===== src/rtl/cpu_clk_ctrl_if.sv =====
// Signal bundle between the board top and the CPU clock controller.
// The master drives mode/speed/burst/button/selector; the slave returns the CPU clock, reset and status.
interface cpu_clk_ctrl_if #(
  parameter int CNT_WIDTH   = 25,
  parameter int BURST_WIDTH = 16,
  parameter int SEL_WIDTH   = 1
);
  logic [1:0]             mode;
  logic [CNT_WIDTH-1:0]   speed;
  logic [BURST_WIDTH-1:0] burst_len;
  logic                   step_btn;
  logic [SEL_WIDTH-1:0]   sel;

  logic                   clk_cpu;
  logic                   cpu_tick;
  logic                   cpu_rst;
  logic                   busy;
  logic [31:0]            tick_count;
  logic [1:0]             state_dbg;

  modport master (
    output mode, speed, burst_len, step_btn, sel,
    input  clk_cpu, cpu_tick, cpu_rst, busy, tick_count, state_dbg
  );

  modport slave (
    input  mode, speed, burst_len, step_btn, sel,
    output clk_cpu, cpu_tick, cpu_rst, busy, tick_count, state_dbg
  );
endinterface


===== src/rtl/cpu_clk_ctrl.sv =====
// CPU clock controller: divided run clock, debounced single step, counted bursts and halt,
// plus a CPU reset stretched over CPU ticks and a running tick counter.
module cpu_clk_ctrl #(
  parameter int CNT_WIDTH       = 25,
  parameter int BURST_WIDTH     = 16,
  parameter int DEBOUNCE_CYCLES = 65536,
  parameter int RST_TICKS       = 4,
  parameter int SEL_WIDTH       = 1
) (
  input logic           clk50M,
  input logic           rst,
  cpu_clk_ctrl_if.slave bus
);

  localparam int DB_W  = (DEBOUNCE_CYCLES > 2) ? $clog2(DEBOUNCE_CYCLES) : 1;
  localparam int RST_W = $clog2(RST_TICKS + 1);
  localparam logic [DB_W-1:0]  DB_LAST  = DB_W'(DEBOUNCE_CYCLES - 1);
  localparam logic [RST_W-1:0] RST_LOAD = RST_W'(RST_TICKS);

  localparam logic [1:0] MODE_RUN   = 2'b00;
  localparam logic [1:0] MODE_STEP  = 2'b01;
  localparam logic [1:0] MODE_BURST = 2'b10;

  typedef enum logic [1:0] {
    S_IDLE    = 2'd0,
    S_RUN     = 2'd1,
    S_COUNTED = 2'd2
  } state_t;

  // Button path: 2-FF synchroniser, debounce counter, rising-edge pulse.
  logic            btn_s1, btn_s2, btn_acc, btn_acc_d, step_req;
  logic [DB_W-1:0] db_cnt;

  always_ff @(posedge clk50M) begin
    if (rst) begin
      btn_s1    <= 1'b0;
      btn_s2    <= 1'b0;
      btn_acc   <= 1'b0;
      btn_acc_d <= 1'b0;
      step_req  <= 1'b0;
      db_cnt    <= '0;
    end else begin
      btn_s1    <= bus.step_btn;
      btn_s2    <= btn_s1;
      if (btn_s2 == btn_acc) begin
        db_cnt <= '0;
      end else if (db_cnt == DB_LAST) begin
        db_cnt  <= '0;
        btn_acc <= btn_s2;
      end else begin
        db_cnt <= db_cnt + DB_W'(1);
      end
      btn_acc_d <= btn_acc;
      step_req  <= btn_acc & ~btn_acc_d;
    end
  end

  state_t                 state_q, state_d;
  logic [CNT_WIDTH-1:0]   cnt_q, cnt_d;
  logic [BURST_WIDTH-1:0] left_q, left_d;
  logic [1:0]             entry_mode_q, entry_mode_d;
  logic                   clk_q, clk_d;
  logic                   tick_q, tick_d;
  logic                   start_q, start_d;
  logic                   abort;

  always_ff @(posedge clk50M) begin
    if (rst) begin
      state_q      <= S_IDLE;
      cnt_q        <= '0;
      left_q       <= '0;
      entry_mode_q <= MODE_RUN;
      clk_q        <= 1'b0;
      tick_q       <= 1'b0;
      start_q      <= 1'b0;
    end else begin
      state_q      <= state_d;
      cnt_q        <= cnt_d;
      left_q       <= left_d;
      entry_mode_q <= entry_mode_d;
      clk_q        <= clk_d;
      tick_q       <= tick_d;
      start_q      <= start_d;
    end
  end

  always_comb begin
    state_d      = state_q;
    cnt_d        = cnt_q;
    left_d       = left_q;
    entry_mode_d = entry_mode_q;
    clk_d        = clk_q;
    tick_d       = 1'b0;
    start_d      = 1'b0;
    abort        = 1'b0;
    case (state_q)
      S_IDLE: begin
        clk_d = 1'b0;
        cnt_d = '0;
        if (bus.mode == MODE_RUN) begin
          state_d      = S_RUN;
          entry_mode_d = MODE_RUN;
          start_d      = 1'b1;
        end else if (bus.mode == MODE_STEP && step_req) begin
          state_d      = S_COUNTED;
          entry_mode_d = MODE_STEP;
          left_d       = BURST_WIDTH'(1);
          start_d      = 1'b1;
        end else if (bus.mode == MODE_BURST && step_req && bus.burst_len != '0) begin
          state_d      = S_COUNTED;
          entry_mode_d = MODE_BURST;
          left_d       = bus.burst_len;
          start_d      = 1'b1;
        end
      end
      default: begin
        abort = (state_q == S_RUN) ? (bus.mode != MODE_RUN) : (bus.mode != entry_mode_q);
        if (abort) left_d = '0;
        if (start_q) begin
          if (abort) begin
            state_d = S_IDLE;
          end else begin
            clk_d  = 1'b1;
            cnt_d  = '0;
            tick_d = 1'b1;
          end
        end else if (!clk_q && abort) begin
          // Low phase can be cut short; a high phase is always completed.
          state_d = S_IDLE;
          cnt_d   = '0;
        end else if (cnt_q >= bus.speed) begin
          cnt_d  = '0;
          clk_d  = ~clk_q;
          tick_d = ~clk_q;
          if (clk_q) begin
            if (abort) begin
              state_d = S_IDLE;
            end else if (state_q == S_COUNTED) begin
              left_d = (left_q > BURST_WIDTH'(1)) ? left_q - BURST_WIDTH'(1) : '0;
              if (left_q <= BURST_WIDTH'(1)) state_d = S_IDLE;
            end
          end
        end else begin
          cnt_d = cnt_q + CNT_WIDTH'(1);
        end
      end
    endcase
  end

  // CPU reset stretch and tick counter; a selector change wins over a same-cycle tick.
  logic [SEL_WIDTH-1:0] sel_q;
  logic [RST_W-1:0]     rst_cnt_q, rst_cnt_d;
  logic                 cpu_rst_q;
  logic [31:0]          tick_count_q;
  logic                 sel_chg;

  assign sel_chg = (bus.sel != sel_q);

  always_comb begin
    rst_cnt_d = rst_cnt_q;
    if (sel_chg) begin
      rst_cnt_d = RST_LOAD;
    end else if (tick_q && rst_cnt_q != '0) begin
      rst_cnt_d = rst_cnt_q - RST_W'(1);
    end
  end

  always_ff @(posedge clk50M) begin
    if (rst) begin
      sel_q        <= bus.sel;
      rst_cnt_q    <= RST_LOAD;
      cpu_rst_q    <= 1'b1;
      tick_count_q <= '0;
    end else begin
      sel_q        <= bus.sel;
      rst_cnt_q    <= rst_cnt_d;
      cpu_rst_q    <= (rst_cnt_d != '0);
      tick_count_q <= sel_chg ? 32'd0 : tick_count_q + 32'(tick_q);
    end
  end

  assign bus.clk_cpu    = clk_q;
  assign bus.cpu_tick   = tick_q;
  assign bus.cpu_rst    = cpu_rst_q;
  assign bus.busy       = (state_q != S_IDLE);
  assign bus.tick_count = tick_count_q;
  assign bus.state_dbg  = state_q;

endmodule


===== src/flat_wrapper.sv =====
// flat-port wrapper written by rule: the top's interface ports become plain ports
module cpu_clk_ctrl_flat 
#(
  parameter int CNT_WIDTH       = 25,
  parameter int BURST_WIDTH     = 16,
  parameter int DEBOUNCE_CYCLES = 65536,
  parameter int RST_TICKS       = 4,
  parameter int SEL_WIDTH       = 1
)
  (clk50M, rst, bus_mode, bus_speed, bus_burst_len, bus_step_btn, bus_sel, bus_clk_cpu, bus_cpu_tick, bus_cpu_rst, bus_busy, bus_tick_count, bus_state_dbg);
  cpu_clk_ctrl_if #(.CNT_WIDTH(CNT_WIDTH), .BURST_WIDTH(BURST_WIDTH), .SEL_WIDTH(SEL_WIDTH)) bus_i ();
  input logic clk50M;
  input logic rst;
  input wire logic [$bits(bus_i.mode)-1:0] bus_mode;
  input wire logic [$bits(bus_i.speed)-1:0] bus_speed;
  input wire logic [$bits(bus_i.burst_len)-1:0] bus_burst_len;
  input wire logic [$bits(bus_i.step_btn)-1:0] bus_step_btn;
  input wire logic [$bits(bus_i.sel)-1:0] bus_sel;
  output wire logic [$bits(bus_i.clk_cpu)-1:0] bus_clk_cpu;
  output wire logic [$bits(bus_i.cpu_tick)-1:0] bus_cpu_tick;
  output wire logic [$bits(bus_i.cpu_rst)-1:0] bus_cpu_rst;
  output wire logic [$bits(bus_i.busy)-1:0] bus_busy;
  output wire logic [$bits(bus_i.tick_count)-1:0] bus_tick_count;
  output wire logic [$bits(bus_i.state_dbg)-1:0] bus_state_dbg;
  assign bus_i.mode = bus_mode;
  assign bus_i.speed = bus_speed;
  assign bus_i.burst_len = bus_burst_len;
  assign bus_i.step_btn = bus_step_btn;
  assign bus_i.sel = bus_sel;
  assign bus_clk_cpu = bus_i.clk_cpu;
  assign bus_cpu_tick = bus_i.cpu_tick;
  assign bus_cpu_rst = bus_i.cpu_rst;
  assign bus_busy = bus_i.busy;
  assign bus_tick_count = bus_i.tick_count;
  assign bus_state_dbg = bus_i.state_dbg;
  cpu_clk_ctrl #(.CNT_WIDTH(CNT_WIDTH), .BURST_WIDTH(BURST_WIDTH), .DEBOUNCE_CYCLES(DEBOUNCE_CYCLES), .RST_TICKS(RST_TICKS), .SEL_WIDTH(SEL_WIDTH)) u_core (.clk50M(clk50M), .rst(rst), .bus(bus_i));
endmodule

===== config.mk =====
export PLATFORM = sky130hd
export DESIGN_NAME = cpu_clk_ctrl_flat
export DESIGN_NICKNAME = d
export VERILOG_FILES = /design/src/rtl/cpu_clk_ctrl_if.sv /design/src/rtl/cpu_clk_ctrl.sv /design/src/flat_wrapper.sv
export SDC_FILE = /design/constraint.sdc
export NUM_CORES = 1
export LEC_CHECK = 0
export BUFFER_PORTS_ARGS = -buffer_cell sky130_fd_sc_hd__buf_2
export CAP_MARGIN = 20
export CORE_ASPECT_RATIO = 0.6
export CORE_MARGIN = 1.5
export CORE_UTILIZATION = 55
export DETAILED_ROUTE_END_ITERATION = 7
export HOLD_SLACK_MARGIN = 0.12
export PLACE_DENSITY = 0.83
export SLEW_MARGIN = 10
export SYNTH_ARGS = -nofsm -noshare
export SYNTH_HDL_FRONTEND = slang
export SYNTH_SLANG_ARGS = --single-unit

===== constraint.sdc =====
create_clock -name clk50M -period 3.27 [get_ports clk50M]
set_clock_uncertainty 0.05 [all_clocks]
set_input_delay 0.1635 -clock clk50M [delete_from_list [all_inputs] [get_ports clk50M]]
set_output_delay 0.1635 -clock clk50M [all_outputs]
set_load 0.03 [all_outputs]

==> results by group <==
Run status
  – Status: finished, final reports clean

Synth
  – Synthesized instance count: 754
  – Synth top area share: 35.3%
  – Biggest area consumer among synthesized cells: dfxtp_1
  – Avg Cell Area, Syn: 7.98 um2
  – Sequential area share after synthesis: 35.3%
  – Yosys cell types: 66
  – Yosys warns: 0
  – Syn nets: 834
  – Post-synth EDFFs: 0
  – Post-Syn Area: 0.00602 mm2
  – Synth Flop Type: dfxtp_1
  – Top cells by area, synth: dfxtp_1 (35%), ha_1 (6.9%), nor2_1 (6.4%), xor2_1 (5.1%), a21oi_1 (4.2%)
  – Synth async-reset ratio: 0%
  – Seq cells post-synth: 106

CTS
  – Clk_lat worst skew: 0.35 ns
  – CTS Sinks: 106
  – Max clock buf depth: 2
  – Setup Buffers After CTS: 0
  – TritonCTS Buffers: 9
  – H-tree depth: 3
  – Post-CTS sizing: 0
  – Worst-path clk slew: 0.07 ns
  – Clk root buf: clkbuf_16
  – CTS tree: done

Critical path
  – Delay-heaviest family, CP: simple AND/OR/NAND/NOR gates
  – CP peak stage delay: 0.60 ns
  – CP arrival: 3.25 ns
  – CP Cell Sequence: ha_1 > a41oi_1 > o21ai_0 > a221oi_1 > and4_1 > nand3_2 > or4_1 > a21oi_1
  – R2R depth: 8
  – CP max-delay cell: or4_1
  – Setup crit end kind: flop
  – CP Data Required Time: 3.50 ns
  – Crit start category: flop
  – Crit path depth: 8
  – R2R setup slack: 0.26 ns
  – Worst Path Buf+Inv: 0
  – Critical path class: flop to flop
  – Worst Path Max Fanout: 20

STA
  – RSZ-0062 raised after global routing: no
  – Crit share post-route: 92.1%
  – Least-Margin Pin Slew: 0.564 ns
  – Max frequency: 0.332 GHz
  – Relative slew margins: 62.1%
  – Fin crit period: 3.01 ns
  – Worst hold margin: 0.131 ns
  – Final setup vio count: 0
  – Final Hold Viols: 0
  – Setup TNS Final: 0 ns
  – Final slew viol count: 0

Detailed routing
  – Vias/cell: 6.00
  – Antenna Nets Post-Route: 0
  – # DRC: 0
  – Aggregate routed wire length: 16,900 um
  – Initial detailed-routing violation count: 544
  – Via count: 5,972
  – Drt pass-1 iters: 6
  – WL/cell: 17.0 um

Run
  – Total of max-cap violations: 0

Final layout
  – Nets: 931
  – Commonest non-fill, non-tap cell in the layout: dfxtp_1
  – Layout cells sized above 1: 15.9%
  – Synthesis-to-finish area growth: 16.5%
  – Most frequent cells in the layout: dfxtp_1 (106), nor2_1 (102), buf_2 (84), nand2_1 (63), a21oi_1 (50)
  – Antenna fix cells: 0
  – Util after Layout: 66.2%
  – Post-route insts no fill: 995

Die
  – Die width: 138 um
  – IO Count: 85
  – # rows: 29
  – Chip height: 84.0 um
  – Core ar.: 0.0106 mm2
  – DIE AREA: 0.0116 mm2
  – Initial Util: 56.8%

Power
  – Power Dens Cells: 387 mW/mm2
  – PnR Total Power: 2710 uW
  – Max VDD drop: 0.000311 V
  – Leakage: 0.00287 uW

Min path
  – Hold Path Depth: 3
  – Hold WC Path Type: primary input to flop

Placement
  – Dpl hpwl: 13,000 um
  – Dpl cells: 973
  – GP Congestion: 1.04
  – I/O Buffers: 84

Global route
  – First-pass GRT wire length: 27,900 um
  – Vias in the first global route: 5,650
  – Initial antenna violation count: 0
  – All-layer global routing usage: 29.8%
  – Overflow after GRT: 0
  – Largest net degree at the start of global routing: 33
## logic make-up (layout without fill, tap and decap cells)
kind of cell / after synthesis / in the layout / synth area share [%]
adder cells (fa/ha/maj): 33 / 33 / 6.86
buffers and inverters: 67 / 169 / 4.62
flip-flops: 106 / 106 / 35.3
AND/OR/NAND/NOR: 315 / 315 / 26.4
multiplexers: 8 / 8 / 1.35
XOR/XNOR: 55 / 55 / 8.00
AO/OA/AOI/OAI: 170 / 170 / 17.5
## report_power, final
| part | internal [uW] | total [uW] | leakage, uW | switching (uW) |
|---|---|---|---|---|
| registers | 1300 | 1310 | 0.000855 | 14.8 |
| clock network | 606 | 1120 | 0.000146 | 512 |
| logic | 105 | 281 | 0.00187 | 176 |
| total | 2010 | 2710 | 0.00287 | 703 |
## metrics by stage
stage / instance area, um2 / setup slack (ns)
after floorplan: 6020 / 0.823
after global placement: 6650 / 0.422
after detailed placement: 6650 / 0.332
after CTS: 7010 / 0.303
after global routing: 7010 / 0.0628
final: 7010 / 0.257
## Yosys cell counts, types with 3 or more instances
cell      count
and2_1        6
o21ai_1       7
nor3_1       17
inv_1        42
nor4_1       10
buf_2         3
a221oi_1      4
nor2b_1       6
nand3_1      31
mux2i_1       7
nor3b_1       3
clkbuf_1     16
o22ai_1       7
or3_1        13
a211oi_1      7
nor3_2        3
a21o_1        6
o21ai_0      40
or4_1         5
nand3_2       4
a22oi_1       5
dfxtp_1     106
nand2_1      63
o32ai_1       4
xor2_1       35
and3_1       12
nand4_1      15
xnor2_1      20
nand2b_1      8
a32o_1        3
and4_1        5
a31oi_1      13
a21oi_1      50
nor2_1      102
ha_1         33
## tightest hold or removal path, cell delays in order
cell and delay [ns]:
buf_2 0.15, a211oi_1 0.06, nor3_1 0.11
## cell type report
cell class	instances	area [um2]
fillers	901	3590
clock buffers	10	229
inverters	43	161
clock inverters	6	73.8
repair buffers	110	631
multi-input cells	581	3620
flip-flops and latches	106	2120
well taps	139	174
## path summary, 6_finish.rpt
check,start,to
max,u_core.cnt_q[15]$_SDFFE_PP0P_,u_core.cnt_q[24]$_SDFFE_PP0P_
min,bus_mode[0],u_core.entry_mode_q[0]$_SDFFE_PP0P_
max reg2reg,u_core.cnt_q[15]$_SDFFE_PP0P_,u_core.cnt_q[24]$_SDFFE_PP0P_
min reg2reg,u_core.btn_acc_d$_SDFF_PP0_,u_core.step_req$_SDFF_PP0_
## sequential cells by signal, indices dropped and copies added (netlist names), 2 cells and up
| signal | count |
|---|---|
| u_core.bus.tick_count | 32 |
| u_core.cnt_q | 25 |
| u_core.db_cnt | 16 |
| u_core.left_q | 16 |
| u_core.rst_cnt_q | 3 |
| u_core.bus.state_dbg | 2 |
| u_core.entry_mode_q | 2 |
## what timing repair did
item                                   CTS  global route
endpoints found under the hold margin    6             0
hold buffers                             6             0
setup endpoints to repair                0             0
## metal layers
layer | track usage, % | routed length [um] | vias up
met5 | 1.75 | 0 | -
met4 | 6.89 | 169 | 0
met3 | 11.2 | 2100 | 17
met2 | 42.7 | 6800 | 305
met1 | 42.0 | 7870 | 2770
li1 | - | - | 2880
Power figures use the tool's default switching activity.
